$ cat config.mk
export PLATFORM = sky130hd
export DESIGN_NAME = pc_sequencer
export DESIGN_NICKNAME = d
export VERILOG_FILES = /design/src/rtl/pc_sequencer.sv
export SDC_FILE = /design/constraint.sdc
export NUM_CORES = 1
export LEC_CHECK = 0
export BUFFER_PORTS_ARGS = -buffer_cell sky130_fd_sc_hd__buf_2
export CORE_ASPECT_RATIO = 1.5
export CORE_MARGIN = 8
export CORE_UTILIZATION = 45
export CTS_BUF_LIST = sky130_fd_sc_hd__clkbuf_4 sky130_fd_sc_hd__clkbuf_8
export DETAILED_ROUTE_END_ITERATION = 10
export HOLD_SLACK_MARGIN = 0.02
export PLACE_DENSITY = 0.77
export SYNTH_ARGS = -nofsm -noshare
export SYNTH_HDL_FRONTEND = slang
export SYNTH_SLANG_ARGS = --single-unit
$ cat constraint.sdc
create_clock -name clk -period 1.8 [get_ports clk]
set_clock_uncertainty 0.05 [all_clocks]
set_input_delay 0.27 -clock clk [delete_from_list [all_inputs] [get_ports clk]]
set_output_delay 0.27 -clock clk [all_outputs]
set_load 0.005 [all_outputs]
$ cat src/rtl/pc_sequencer.sv
// Program counter sequencer: picks the next fetch address from sequential, branch and
// jump sources, and opens a squash window after every taken redirect.
module pc_sequencer #(
   parameter int unsigned        ADDR_W     = 32,
   parameter logic [ADDR_W-1:0]  RESET_PC   = '0,
   parameter int unsigned        BR_PENALTY = 2
) (
   input  logic              clk,
   input  logic              rst,
   input  logic              stall,
   input  logic              br_valid,
   input  logic [1:0]        bs,
   input  logic              ps,
   input  logic              zero,
   input  logic [ADDR_W-1:0] bra,
   input  logic [ADDR_W-1:0] raa,
   input  logic              imem_ready,
   output logic              imem_req,
   output logic [ADDR_W-1:0] pc,
   output logic              if_valid,
   output logic              flush,
   output logic              redirect,
   output logic [15:0]       redirect_cnt
);

   localparam int unsigned SQ_W  = 3;
   localparam int unsigned CNT_W = 16;
   localparam logic [SQ_W-1:0]  SQ_LOAD = SQ_W'(BR_PENALTY - 1);
   localparam logic [CNT_W-1:0] CNT_MAX = '1;

   typedef enum logic [1:0] {
      BOOT   = 2'd0,
      RUN    = 2'd1,
      SQUASH = 2'd2
   } state_t;

   state_t            state;
   logic [SQ_W-1:0]   sq_cnt;
   logic              taken;
   logic              accept;
   logic [ADDR_W-1:0] target;

   // Branch decode: 01 conditional on ps^zero, 10/11 always taken, 00 never
   always_comb begin
      taken = 1'b0;
      if (br_valid) begin
         case (bs)
            2'b01:   taken = ps ^ zero;
            2'b10,
            2'b11:   taken = 1'b1;
            default: taken = 1'b0;
         endcase
      end
   end

   assign target   = (bs == 2'b10) ? raa : bra;
   assign redirect = taken & (state != BOOT);
   assign imem_req = (state != BOOT);
   assign accept   = imem_req & imem_ready & ~stall;
   assign flush    = (state == SQUASH) | ((state == RUN) & redirect);
   assign if_valid = (state == RUN) & imem_ready & ~stall & ~redirect;

   // A redirect wins over stall and back-pressure; fetches inside the window still advance pc
   always_ff @(posedge clk or posedge rst) begin
      if (rst) begin
         state        <= BOOT;
         pc           <= RESET_PC;
         sq_cnt       <= '0;
         redirect_cnt <= '0;
      end else begin
         if (redirect && (redirect_cnt != CNT_MAX))
            redirect_cnt <= redirect_cnt + CNT_W'(1);

         case (state)
            BOOT: state <= RUN;
            default: begin
               if (redirect) begin
                  pc     <= target;
                  sq_cnt <= SQ_LOAD;
                  state  <= (BR_PENALTY > 1) ? SQUASH : RUN;
               end else begin
                  if (accept)
                     pc <= pc + ADDR_W'(1);
                  if (state == SQUASH) begin
                     if (sq_cnt != '0)
                        sq_cnt <= sq_cnt - SQ_W'(1);
                     // Last squash cycle is the one that sees the count expire
                     if (sq_cnt <= SQ_W'(1))
                        state <= RUN;
                  end
               end
            end
         endcase
      end
   end

endmodule
### Yosys cells after proc, flatten, opt, wreduce, memory -nomap -nowiden

Index checks and enable logic that the tools add are counted.

* register bits after elaboration: 53
* word-level logic and storage cells: 51

* add/subtract/negate cells: 3
* magnitude comparators: 1
* equality and inequality tests: 6
* multiplexer cells: 12
* bitwise logic cells: 12
* reduce and logical (&&, ||, !) cells: 13

Operators with widths (count)
* 32-bit 2-to-1 mux: 3
* 32-bit by 1-bit adder with 32-bit output, second input constant: 1
* 16-bit by 1-bit adder with 16-bit output, second input constant: 1
* 16-bit inequality test, second input constant: 1
* 3-bit 2-to-1 mux: 3
* 3-bit nonzero test: 3
* 2-bit 2-to-1 mux: 4
* 2-bit nonzero test: 4
* 1-bit AND: 7
* 2-bit == test, second input constant: 3
* 2-bit by 1-bit == test with 1-bit output, second input constant: 2
* 2-bit AND reduction: 2
* 3-bit by 1-bit <= comparator with 1-bit output, second input constant: 1
* 1-bit NOT: 3
* 3-bit AND reduction: 1
* 3-bit by 1-bit subtractor with 3-bit output, second input constant: 1
* 2-bit zero test: 1
* 1-bit one-hot mux with 2 select lines: 1
* 2-bit OR reduction: 1
* 1-bit logical AND: 1
* 1-bit 2-to-1 mux: 1
* 1-bit bitwise OR: 1
* 1-bit bitwise XOR: 1

### Longest topological paths before layout

* word-level depth: 7
* depth in mapped cells: 7
* gate-level depth less buffers: 6

### Worst setup path before layout

Ideal clock, no wire load.

* path type: reg-to-reg
* start point: reg state[1]
* end point: reg redirect_cnt[14]
* library setup time: 125 ps
* data arrival time: 1720 ps
* data required time: 1625 ps
* path slack: -95 ps
* cell stages (with the launch flop): 7
* path buffers: 1
* period minus slack after synthesis: 1895 ps
* cells stage by stage: dfrtp_1 o21a_1 a31oi_1 buf_2 a211o_1 or4_4 xnor2_2

* longest elaborated chain between the ends: 3

Ends and longest elaborated chain
* start, declared: line 37 `state_t state;`
* start signal, assigned: line 80 `state <= (BR_PENALTY > 1) ? SQUASH : RUN;`
* 2-bit nonzero test: line 57 `assign redirect = taken & (state != BOOT);`
* 1-bit AND: line 57
* 1-bit logical AND: line 71 `if (redirect && (redirect_cnt != CNT_MAX))`
* end signal, assigned: line 72 `redirect_cnt <= redirect_cnt + CNT_W'(1);`
* end, declared: line 23 `output logic [15:0] redirect_cnt`

Every way passes these cells.
A chain may end at the register's enable or synchronous reset.

### Final worst setup path

* start point: in zero
* end point: out if_valid

* longest elaborated chain between the ends: 6

Ends and longest elaborated chain
* start, declared: line 14 `input logic zero,`
* 1-bit bitwise XOR: line 48 `2'b01: taken = ps ^ zero;`
* 1-bit one-hot mux with 2 select lines: line 47 `case (bs)`
* 1-bit 2-to-1 mux: line 46 `if (br_valid) begin`
* 1-bit AND: line 57
* 1-bit NOT: line 61 `assign if_valid = (state == RUN) & imem_ready & ~stall & ~redirect;`
* 1-bit AND: line 61
* end, declared: line 20 `output logic if_valid,`

Every way passes these cells.

==> impl_metrics.json <==
{
  "status": "complete, but fails checks",
  "violations": "setup timing",
  "wl_met2_mm": 5.44,
  "max_clock_freq_mhz": 545,
  "drc_errors": 0,
  "ys_types": 47,
  "synth_fp_nets": 445,
  "cp.arrival_ns": 1.51,
  "clockBufferDepth": 2,
  "grt_max_degree": 54,
  "cts_root_buffer": "clkbuf_8",
  "hold_viol_final": 0,
  "syn_inst": 367,
  "clkTransAtPathRegs_ns": 0.09,
  "hold_path.class": "in -> reg",
  "min_path_cells": 3,
  "num_rows": 38,
  "end_kind": "output port",
  "start_util_pct": 46.5,
  "whs_endpoint": "pc[24]$_DFFE_PP0P_",
  "cts_sinks": 53,
  "ys_ff_latch": 53,
  "fin_ws_ns": -0.0343,
  "r2r_cells": 6,
  "max-slew-margin-rel_pct": 71.1,
  "post-dp-hpwl_mm": 7.79,
  "cts_tree": "done",
  "routed_wirelength_mm": 10.1,
  "fillCellCount": 633,
  "io_pins": 125,
  "die-area_sq_mm": 0.0105,
  "nets": 613,
  "slew_violations": 0,
  "grt_pass1_wl_mm": 16.1,
  "synth_edf_count": 0,
  "antenna_found_initial": 0,
  "die-height_microns": 122,
  "core_area_sq_mm": 0.00723,
  "wl_per_cell_microns": 16.0,
  "drtIter0Drc": 150,
  "setup_viol": 3,
  "synth.cell_area_sq_mm": 0.00336,
  "grt_util_all_layers_pct": 19.1,
  "first_global_vias": 3483,
  "drive_above_1_share_pct": 44.4,
  "wl_met3_microns": 633,
  "routed.top_layer": "met4",
  "portBuffers": 124,
  "synthArstFlopShare_pct": 100,
  "area_growth_pct": 39.1,
  "r2r_start": "state[0]$_DFFE_PP0P_",
  "critical_path_class": "in -> out",
  "ys_seq_area_share_pct": 39.5,
  "power_leakage_uw": 0.00217,
  "cts_buffers": 5,
  "startpoint_type": "input pin",
  "rsz0062_at_grt": "true",
  "avgViaCountPerCell": 5.31,
  "period_minus_slack_ns": 1.83,
  "ys.warnings.count": 0,
  "multi_input_area_sq_mm": 0.00198,
  "cts_max_level": 2,
  "regArea_sq_mm": 0.00133,
  "drv_cap": 0,
  "reg2reg_slack_ns": -0.02,
  "antenna_left": 0,
  "crit_fanout": 5,
  "diodes": 0,
  "ys.flop_type": "dfrtp_1",
  "syn_avg_cell_area_sq_um": 9.15,
  "chipWidth_microns": 86.5,
  "post-route-util_pct": 64.7,
  "met1_length_mm": 3.79,
  "clkLatencyLatePin_ns": 0.32,
  "grt-ovfl-total": 0,
  "required_ns": 1.48,
  "vias": 3376,
  "vdd_ir_drop_max_mv": 0.638,
  "reg2reg_to": "redirect_cnt[14]$_DFFE_PP0P_",
  "hold_start": "raa[24]",
  "place_congestion": 0.820,
  "placed_cell_area_sq_mm": 0.00441,
  "min_period_over_period_pct": 102,
  "tightest_slew_ns": 0.430,
  "p_per_area_mw_per_mm2": 1080,
  "design_area_sq_mm": 0.00467,
  "first_pass_iters": 4
}
## cell usage after synthesis, types with 2 or more instances
library cell / count / area [sq um]
o21ai_0: 5 / 25.0
o22ai_1: 2 / 12.5
xor2_1: 23 / 201
nand3_1: 19 / 95.1
ha_1: 5 / 62.6
or4_1: 4 / 30.0
dfrtp_1: 53 / 1330
mux2i_1: 9 / 90.1
clkbuf_1: 7 / 26.3
nand4_1: 19 / 119
nand2b_1: 2 / 12.5
nor4_1: 3 / 18.8
and3_1: 5 / 31.3
nand2_1: 26 / 97.6
inv_1: 16 / 60.1
mux2_2: 29 / 327
a21oi_1: 26 / 130
o31ai_1: 3 / 22.5
xnor2_1: 14 / 123
nor3_1: 8 / 40.0
nor2_1: 48 / 180
buf_2: 7 / 35.0
nor2b_1: 2 / 12.5
a31oi_1: 6 / 37.5
and4_1: 2 / 17.5
or2_2: 2 / 12.5
o21a_1: 2 / 15.0
## cells by family (layout without fill, tap and decap cells)
kind of cell / count (synthesis) / count (layout) / synth area share [%]
AND/OR/NAND/NOR: 148 / 148 / 21.9
flip-flops: 53 / 53 / 39.5
AO/OA/AOI/OAI: 52 / 52 / 9.98
XOR/XNOR: 38 / 38 / 10.1
multiplexers: 38 / 38 / 12.4
buffers and inverters: 32 / 201 / 3.95
adder cells (fa/ha/maj): 6 / 6 / 2.16
## per-stage QoR
stage	setup slack, ns	hold WS [ns]	setup TNS, ns	total power [uW]	cells
after floorplan	-0.0935	0.416	-0.0935	3100	367
after global placement	-0.0221	0.294	-0.0449	4120	618
after detailed placement	-0.0766	0.299	-0.567	4220	618
after CTS	-0.0156	0.203	-0.0303	5010	633
after global routing	-0.0714	0.199	-0.411	5390	636
final	-0.0343	0.187	-0.0753	5040	636
## worst max-delay path, stage by stage
cell and delay, ns:
buf_2 0.11, xor2_2 0.19, a21oi_1 0.21, nor2b_2 0.11, buf_4 0.16, nor4_2 0.28, buf_2 0.18
## layer usage
| layer | global-route usage (%) | vias up |
|---|---|---|
| met5 | 0 | - |
| met4 | 8.77 | 0 |
| met3 | 5.06 | 24 |
| met2 | 35.2 | 107 |
| met1 | 19.4 | 1613 |
| li1 | - | 1632 |
## area by class of cell
cell class	instances	area share, %
flip-flops and latches	53	28.4
clock buffers	6	1.63
clock inverters	2	0.214
multi-input cells	282	42.3
repair buffers	177	23.5
well taps	100	2.68
inverters	16	1.29
## flip-flops by register name, indices dropped and copies added (netlist names)
name and cells:
pc 32, redirect_cnt 16, sq_cnt 3, state 2
## timing repair
item                                    4_1_cts  5_1_grt
pin swaps                                     5        6
resized for setup                             8       13
gates cloned                                  1        0
endpoints found under the setup margin       22       32
endpoints found under the hold margin        53        0
setup buffers                                 5        3
hold buffers                                  1        0
## worst max-delay path by stage
stage                                      from                            to  slack, ns
floorplan                  state[1]$_DFFE_PP0P_  redirect_cnt[14]$_DFFE_PP0P_      -0.09
global placement                           zero  redirect_cnt[14]$_DFFE_PP0P_      -0.02
detailed placement                         zero  redirect_cnt[13]$_DFFE_PP0P_      -0.08
CTS                        state[1]$_DFFE_PP0P_                      redirect      -0.02
global route        redirect_cnt[0]$_DFFE_PP0P_  redirect_cnt[13]$_DFFE_PP0P_      -0.07
finish                                     zero                      if_valid      -0.03
## power by group
group	internal, uW	leakage (uW)	switching, uW	total (uW)
sequential	1550	0.000612	329	1880
combinational	1230	0.00151	1240	2460
clock	286	0.0000484	409	696
total	3070	0.00217	1970	5040
## cells in the final DEF, fill, tap and decap left out, types with 5 or more instances in the layout
master | Yosys | final
buf_2 | 7 | 124
dfrtp_1 | 53 | 52
nor2_1 | 48 | 46
buf_4 | 1 | 44
mux2_2 | 29 | 29
a21oi_1 | 26 | 26
nand2_1 | 26 | 26
xor2_1 | 23 | 22
nand4_1 | 19 | 19
nand3_1 | 19 | 17
inv_1 | 16 | 14
xnor2_1 | 14 | 14
mux2i_1 | 9 | 9
nor3_1 | 8 | 7
and3_1 | 5 | 5
a31oi_1 | 6 | 5
clkbuf_8 | 0 | 5
Power figures use the tool's default switching activity.
